--- src/rtl/math_seq_if.sv ---
// math_seq_if: request/response and shared add/sub unit signals of math_seq_ctrl
interface math_seq_if;
  logic        req_valid;
  logic        req_ready;
  logic [1:0]  op;
  logic [7:0]  opa;
  logic [7:0]  opb;
  logic        resp_valid;
  logic        resp_ready;
  logic [15:0] result;
  logic [3:0]  flags;
  logic        illegal;
  logic [7:0]  alu_a;
  logic [7:0]  alu_b;
  logic        alu_sub;
  logic [7:0]  alu_sum;
  logic        alu_cout;
  logic        alu_ovf;
  logic        alu_neg;
  logic        alu_zero;
  modport master (
    output req_valid, op, opa, opb, resp_ready, alu_sum, alu_cout, alu_ovf, alu_neg, alu_zero,
    input  req_ready, resp_valid, result, flags, illegal, alu_a, alu_b, alu_sub
  );
  modport slave (
    input  req_valid, op, opa, opb, resp_ready, alu_sum, alu_cout, alu_ovf, alu_neg, alu_zero,
    output req_ready, resp_valid, result, flags, illegal, alu_a, alu_b, alu_sub
  );
endinterface

--- src/rtl/math_seq_ctrl.sv ---
// math_seq_ctrl: sequences ADD/SUB/CMP/MUL over a shared 8-bit add/sub unit; MUL present only with MATH_SEQ_MUL_EN
module math_seq_ctrl (
  input  logic      clk,
  input  logic      rst,
  math_seq_if.slave bus
);
  localparam logic [1:0] IDLE = 2'd0;
  localparam logic [1:0] EXEC = 2'd1;
  localparam logic [1:0] DONE = 2'd3;
  logic [1:0]  state_q, state_d, op_q, op_d;
  logic [7:0]  a_q, a_d, b_q, b_d;
  logic [15:0] result_q, result_d;
  logic [3:0]  flags_q, flags_d;
  logic        illegal_q, illegal_d;
`ifdef MATH_SEQ_MUL_EN
  localparam logic [1:0] MUL = 2'd2;
  logic [7:0]  hi_q, hi_d, lo_q, lo_d;
  logic [2:0]  cnt_q, cnt_d;
  logic [15:0] prod;
  assign prod = {bus.alu_cout, bus.alu_sum, lo_q[7:1]};
`endif
  assign bus.req_ready  = state_q == IDLE;
  assign bus.resp_valid = state_q == DONE;
  assign bus.result     = result_q;
  assign bus.flags      = flags_q;
  assign bus.illegal    = illegal_q;
  always_comb begin
    state_d     = state_q;
    op_d        = op_q;
    a_d         = a_q;
    b_d         = b_q;
    result_d    = result_q;
    flags_d     = flags_q;
    illegal_d   = illegal_q;
    bus.alu_a   = 8'h00;
    bus.alu_b   = 8'h00;
    bus.alu_sub = 1'b0;
`ifdef MATH_SEQ_MUL_EN
    hi_d        = hi_q;
    lo_d        = lo_q;
    cnt_d       = cnt_q;
`endif
    case (state_q)
      IDLE: if (bus.req_valid) begin
        op_d      = bus.op;
        a_d       = bus.opa;
        b_d       = bus.opb;
        illegal_d = 1'b0;
`ifdef MATH_SEQ_MUL_EN
        state_d   = bus.op == 2'b11 ? MUL : EXEC;
        hi_d      = 8'h00;
        lo_d      = bus.opa;
        cnt_d     = 3'd0;
`else
        state_d   = EXEC;
`endif
      end
      EXEC: begin
        bus.alu_a   = a_q;
        bus.alu_b   = b_q;
        bus.alu_sub = op_q[0] ^ op_q[1];
        state_d     = DONE;
        result_d    = op_q[1] ? 16'h0000 : {8'h00, bus.alu_sum};
        flags_d     = {bus.alu_neg, bus.alu_zero, bus.alu_ovf, bus.alu_cout};
`ifndef MATH_SEQ_MUL_EN
        if (op_q == 2'b11) begin
          result_d  = 16'h0000;
          flags_d   = 4'h0;
          illegal_d = 1'b1;
        end
`endif
      end
`ifdef MATH_SEQ_MUL_EN
      MUL: begin
        bus.alu_a = hi_q;
        bus.alu_b = lo_q[0] ? b_q : 8'h00;
        hi_d      = prod[15:8];
        lo_d      = prod[7:0];
        cnt_d     = cnt_q + 3'd1;
        if (cnt_q == 3'd7) begin
          state_d  = DONE;
          result_d = prod;
          flags_d  = {prod[15], prod == 16'h0000, 1'b0, |prod[15:8]};
        end
      end
`endif
      default: state_d = bus.resp_ready ? IDLE : DONE;
    endcase
  end
  always_ff @(posedge clk) begin
    if (rst) begin
      state_q   <= IDLE;
      op_q      <= 2'b00;
      a_q       <= 8'h00;
      b_q       <= 8'h00;
      result_q  <= 16'h0000;
      flags_q   <= 4'h0;
      illegal_q <= 1'b0;
    end else begin
      state_q   <= state_d;
      op_q      <= op_d;
      a_q       <= a_d;
      b_q       <= b_d;
      result_q  <= result_d;
      flags_q   <= flags_d;
      illegal_q <= illegal_d;
    end
  end
`ifdef MATH_SEQ_MUL_EN
  always_ff @(posedge clk) begin
    if (rst) begin
      hi_q  <= 8'h00;
      lo_q  <= 8'h00;
      cnt_q <= 3'd0;
    end else begin
      hi_q  <= hi_d;
      lo_q  <= lo_d;
      cnt_q <= cnt_d;
    end
  end
`endif
endmodule

--- src/flat_wrapper.sv ---
// flat-port wrapper written by rule: the top's interface ports become plain ports
module math_seq_ctrl_flat 
  (clk, rst, bus_req_valid, bus_op, bus_opa, bus_opb, bus_resp_ready, bus_alu_sum, bus_alu_cout, bus_alu_ovf, bus_alu_neg, bus_alu_zero, bus_req_ready, bus_resp_valid, bus_result, bus_flags, bus_illegal, bus_alu_a, bus_alu_b, bus_alu_sub);
  math_seq_if bus_i ();
  input  logic clk;
  input  logic rst;
  input wire logic [$bits(bus_i.req_valid)-1:0] bus_req_valid;
  input wire logic [$bits(bus_i.op)-1:0] bus_op;
  input wire logic [$bits(bus_i.opa)-1:0] bus_opa;
  input wire logic [$bits(bus_i.opb)-1:0] bus_opb;
  input wire logic [$bits(bus_i.resp_ready)-1:0] bus_resp_ready;
  input wire logic [$bits(bus_i.alu_sum)-1:0] bus_alu_sum;
  input wire logic [$bits(bus_i.alu_cout)-1:0] bus_alu_cout;
  input wire logic [$bits(bus_i.alu_ovf)-1:0] bus_alu_ovf;
  input wire logic [$bits(bus_i.alu_neg)-1:0] bus_alu_neg;
  input wire logic [$bits(bus_i.alu_zero)-1:0] bus_alu_zero;
  output wire logic [$bits(bus_i.req_ready)-1:0] bus_req_ready;
  output wire logic [$bits(bus_i.resp_valid)-1:0] bus_resp_valid;
  output wire logic [$bits(bus_i.result)-1:0] bus_result;
  output wire logic [$bits(bus_i.flags)-1:0] bus_flags;
  output wire logic [$bits(bus_i.illegal)-1:0] bus_illegal;
  output wire logic [$bits(bus_i.alu_a)-1:0] bus_alu_a;
  output wire logic [$bits(bus_i.alu_b)-1:0] bus_alu_b;
  output wire logic [$bits(bus_i.alu_sub)-1:0] bus_alu_sub;
  assign bus_i.req_valid = bus_req_valid;
  assign bus_i.op = bus_op;
  assign bus_i.opa = bus_opa;
  assign bus_i.opb = bus_opb;
  assign bus_i.resp_ready = bus_resp_ready;
  assign bus_i.alu_sum = bus_alu_sum;
  assign bus_i.alu_cout = bus_alu_cout;
  assign bus_i.alu_ovf = bus_alu_ovf;
  assign bus_i.alu_neg = bus_alu_neg;
  assign bus_i.alu_zero = bus_alu_zero;
  assign bus_req_ready = bus_i.req_ready;
  assign bus_resp_valid = bus_i.resp_valid;
  assign bus_result = bus_i.result;
  assign bus_flags = bus_i.flags;
  assign bus_illegal = bus_i.illegal;
  assign bus_alu_a = bus_i.alu_a;
  assign bus_alu_b = bus_i.alu_b;
  assign bus_alu_sub = bus_i.alu_sub;
  math_seq_ctrl u_core (.clk(clk), .rst(rst), .bus(bus_i));
endmodule
--- config.mk ---
export PLATFORM = sky130hd
export DESIGN_NAME = math_seq_ctrl_flat
export DESIGN_NICKNAME = d
export VERILOG_FILES = /design/src/rtl/math_seq_if.sv /design/src/rtl/math_seq_ctrl.sv /design/src/flat_wrapper.sv
export SDC_FILE = /design/constraint.sdc
export NUM_CORES = 1
export LEC_CHECK = 0
export BUFFER_PORTS_ARGS = -buffer_cell sky130_fd_sc_hd__buf_2
export CAP_MARGIN = 20
export CORE_MARGIN = 5
export CORE_UTILIZATION = 45
export CTS_BUF_LIST = sky130_fd_sc_hd__clkbuf_16
export DETAILED_ROUTE_END_ITERATION = 8
export PLACE_DENSITY = 0.8
export SETUP_SLACK_MARGIN = 0.2
export SYNTH_ARGS = -nofsm -noshare
export SYNTH_HDL_FRONTEND = slang
export SYNTH_SLANG_ARGS = --single-unit
--- constraint.sdc ---
create_clock -name clk -period 2.35 [get_ports clk]
set_input_delay 0.235 -clock clk [delete_from_list [all_inputs] [get_ports clk]]
set_output_delay 0.235 -clock clk [all_outputs]
set_load 0.1 [all_outputs]
Yosys cells after proc, flatten, opt, wreduce, memory -nomap -nowiden
Cells that the tools add are included.
Cells by class
  $add $sub $neg: 0
  multiply operators: 0
  divide/modulo/power cells: 0
  order comparisons: 0
  eq/ne operators: 5
  shift-type cells: 0
  muxes and demuxes: 12
  bitwise operators: 1
  reduce and logical (&&, ||, !) cells: 4
Operator list (count)
  8-bit 2-to-1 mux: 3
  16-bit 2-to-1 mux: 1
  2-bit equality test, second input constant: 2
  2-bit 2-to-1 mux: 2
  4-bit 2-to-1 mux: 1
  2-bit one-hot mux with 2 select lines: 1
  1-bit 2-to-1 mux: 3
  3-bit AND reduction: 1
  2-bit by 1-bit equality test with 1-bit output, second input constant: 1
  2-bit logical NOT: 1
  2-bit by 1-bit != test with 1-bit output, second input constant: 1
  2-bit != test, second input constant: 1
  1-bit one-hot mux with 2 select lines: 1
  2-bit AND reduction: 1
  2-bit nonzero test: 1
  1-bit XOR: 1
Storage, ports and cells
  register bits after elaboration: 41
  latch bits: 0
  bits in writable memories: 0
  ROM bits: 0
  input bits: 34
  output and inout bits: 40
  memories kept: 0

Longest topological paths before layout
  depth after elaboration: 3
  mapped depth: 6
  depth with buffers taken out: 3

Worst setup path before layout
No wires, ideal clock.
  path type: reg2reg
  from: register u_core.state_q[1]
  to: register u_core.state_q[1]
  data arrival time: 1778 ps
  data required time: 2144 ps
  slack: 366 ps
  cell stages (with the launch flop): 4
  path buffers: 1
  path through: dfxtp_1 > buf_6 > nor2_1 > a211oi_1
Between the ends
  word-level cells in the longest chain between the ends: 2
  elaborated cells between the ends (all ways): 4
  classes of those cells: eq/ne (2); mux (1); reduce/logical (1)
RTL lines
  start: declaration: RTL line math_seq_ctrl.sv:10  | logic [1:0] state_q, state_d, op_q, op_d;
  start signal: assignment: RTL line math_seq_ctrl.sv:100  | state_q <= state_d;
  2-bit logical NOT *
  named net bus_req_ready: RTL line flat_wrapper.sv:17  | output wire logic [$bits(bus_i.req_ready)-1:0] bus_req_ready;
  2-bit one-hot mux with 2 select lines / 2-bit != test (equally long branches)
The timed path passes the listed nets; every way through them passes the cells marked *.
A chain may end at the register's enable or synchronous reset.

Final worst setup path
  from: register u_core.state_q[0]
  to: output bus_alu_sub
Between the ends
  word-level cells in the longest chain between the ends: 2
RTL lines
  2-bit by 1-bit equality test with 1-bit output: RTL line math_seq_ctrl.sv:43  | case (state_q)
  1-bit 2-to-1 mux: RTL line math_seq_ctrl.sv:43
  end: declaration: RTL line flat_wrapper.sv:24  | output wire logic [$bits(bus_i.alu_sub)-1:0] bus_alu_sub;
Every way passes these cells.

==> flow_metrics.env <==
export IMPL_p_leak_nw=0.877
export IMPL_die_height_um=65.6
export IMPL_async_reset_ff_share_pct=0
export IMPL_ir_worst_vdd_uv=467
export IMPL_hold_path_class="input port to flop"
export IMPL_htree_levels=2
export IMPL_synthesis_instances=156
export IMPL_drv_cap=0
export IMPL_hold_ws_ps=172
export IMPL_hold_depth=2
export IMPL_final_cells=252
export IMPL_criticalPathCategory="flop to output port"
export IMPL_cts_tree="yes"
export IMPL_drc_errors=0
export IMPL_yosysSeqAreaShare_pct=47.5
export IMPL_vias=1197
export IMPL_yosysTopAreaCell="dfxtp_1"
export IMPL_hp_start="bus_resp_ready"
export IMPL_cp_arrival_ps=1780
export IMPL_antenna_cells=0
export IMPL_drt_iter0_markers=65
export IMPL_use_met3_pct=4.79
export IMPL_syn_to_final_growth_pct=29.5
export IMPL_slew_violations=0
export IMPL_layout_drive_gt1_share_pct=34.2
export IMPL_antenna_left=0
export IMPL_antenna_found_initial=0
export IMPL_synth_most_common_cell="nand2_1"
export IMPL_overflow=0
export IMPL_grt_max_degree=28
export IMPL_yosysWarnings=0
export IMPL_finalCritPeriodShare_pct=85.7
export IMPL_rsz0062_at_grt="no"
export IMPL_netlist_top_cells_area="dfxtp_1, nand2_1, and2_1"
export IMPL_clock_sinks=33
export IMPL_root_buffer="clkbuf_16"
export IMPL_grt_first_pass_wirelength_um=5010
export IMPL_whs_endpoint="u_core.state_q[0]$_SDFFE_PP0P_"
export IMPL_top_usage_layer="met2"
export IMPL_clockBufferDepth=2
export IMPL_nets=254
export IMPL_crit_required_ps=2120
export IMPL_critPathLaunchType="flop"
export IMPL_clk_latency_ps=270
export IMPL_yosysUniqueCellTypes=24
export IMPL_syn_avg_cell_area_um2=8.91
export IMPL_met1_usage_pct=17.2
export IMPL_setup_tns_ps=0
export IMPL_start_util_pct=46.3
export IMPL_use_met2_pct=25.8
export IMPL_placedCellCount=245
export IMPL_grtUsageTotal_pct=15.2
export IMPL_power_density_nw_per_um2=907
export IMPL_numCtsBuffers=5
export IMPL_cp_end_kind="output port"
export IMPL_holdBufCountCts=0
export IMPL_row_count=20
export IMPL_critPathMaxFanout=18
export IMPL_finish_utilization_pct=60.0
export IMPL_r2r_setup_slack_ps=590
export IMPL_synth_enable_flop_cells=0
export IMPL_finalSetupViolCount=0
export IMPL_portBuffers=65
export IMPL_ctsResizeCount=0
export IMPL_drt_total_wl_um=3080
export IMPL_core_um2=3000
export IMPL_status="complete, no violations"
export IMPL_syn_area_um2=1390
export IMPL_ys_ff_latch=33
export IMPL_dp_hpwl_um=2280
export IMPL_post_cts_buffers=0
export IMPL_rr_endpoint="u_core.bus.result[7]$_SDFFE_PP0N_"
export IMPL_avgRoutedWirePerCell_um=12.2
export IMPL_die_area_um2=4300
export IMPL_synth_flop_cell="dfxtp_1"
export IMPL_clock_fmax_ghz=0.496
export IMPL_hold_violations=0
export IMPL_fin_worst_skew_ps=2.87
export IMPL_clkSlewWorstSetupHoldPaths_ps=50
export IMPL_avgViaCountPerCell=4.75
export IMPL_firstDrtPassIters=4
export IMPL_reg2reg_depth=4
export IMPL_finalCriticalPeriod_ps=2010
export IMPL_worst_pin_slew_ps=700
export IMPL_grt_pass1_vias=1148
export IMPL_slew_headroom_pct=53.3
export IMPL_timing_rr_start="u_core.state_q[1]$_SDFFE_PP0P_"
export IMPL_yosys_top_cells_count="nand2_1, dfxtp_1, a21oi_1"
export IMPL_io_pins=74
export IMPL_gp_congestion=0.735
export IMPL_die_w_um=65.6
export IMPL_yosysTopAreaCellShare_pct=47.5
## layer usage
metal	up-vias	wire length, µm	share of wire (%)
li1	621	-	-
met1	529	1320	43
met2	42	1490	49
met3	5	210	6.8
met4	0	57	1.9
met5	-	0	0
## placed cells by master, fill, tap and decap left out, drive strengths merged
cell type | netlist | final
a22oi | 1 | 1
nand3b | 4 | 4
a21oi | 22 | 22
nand2 | 40 | 40
conb | 1 | 8
nand2b | 1 | 1
a211oi | 2 | 2
ha | 1 | 1
or3b | 1 | 1
nor3 | 1 | 1
clkbuf | 5 | 5
a22o | 8 | 8
nor3b | 1 | 1
buf | 12 | 66
nor4 | 1 | 1
clkinv | 0 | 1
and2b | 1 | 1
nor2 | 3 | 3
and2 | 18 | 18
inv | 0 | 1
dfxtp | 33 | 33
## stage by stage
| stage | area (µm²) | power, mW | worst slack, ps |
|---|---|---|---|
| 2_1_floorplan | 1420 | 1.01 | 366 |
| 3_3_place_gp | 1670 | 1.06 | 606 |
| 3_5_place_dp | 1670 | 1.07 | 576 |
| 4_1_cts | 1800 | 1.65 | 318 |
| 5_1_grt | 1800 | 1.70 | 204 |
| 6_report | 1800 | 1.63 | 335 |
## critical path: stages, from the launching register on
cell and delay [ps]:
dfxtp_1 450, and2b_1 440, and2_1 200, buf_2 420
## cells by family after synthesis
group           synth area share [%]
compound gates                  15.6
fa+ha+maj                      0.900
buf+inv                         8.82
flops                           47.5
other cells                    0.270
simple gates                    26.9
## state kept, by name (all words and copies together) (netlist names)
| register | count |
|---|---|
| u_core.bus.flags | 4 |
| u_core.op_q | 2 |
| u_core.state_q | 2 |
| u_core.bus.illegal | 1 |
| u_core.a_q | 8 |
| u_core.bus.result | 8 |
| u_core.b_q | 8 |
## report_power, final
part	switching [mW]	internal, mW
clock network	0.202	0.377
registers	0.0245	0.601
logic	0.348	0.0803
## final cells by class
type / instances / area, µm²
multi-input cells: 113 / 633
fillers: 276 / 1200
repair buffers: 66 / 333
clock buffers: 5 / 125
well taps: 33 / 41.3
flip-flops and latches: 33 / 661
clock inverters: 2 / 7.51
## worst max-delay path by stage
stage | start | to | cells past startpoint
6_report | u_core.state_q[0]$_SDFFE_PP0P_ | bus_alu_sub | 3
5_1_grt | u_core.state_q[0]$_SDFFE_PP0P_ | bus_alu_a[1] | 3
4_1_cts | u_core.state_q[0]$_SDFFE_PP0P_ | bus_alu_sub | 3
3_5_place_dp | u_core.state_q[1]$_SDFFE_PP0P_ | u_core.bus.result[7]$_SDFFE_PP0N_ | 4
3_3_place_gp | u_core.state_q[0]$_SDFFE_PP0P_ | bus_alu_sub | 3
2_1_floorplan | u_core.state_q[1]$_SDFFE_PP0P_ | u_core.state_q[1]$_SDFFE_PP0P_ | 3
Note: power is estimated with default switching activity, not from simulation.
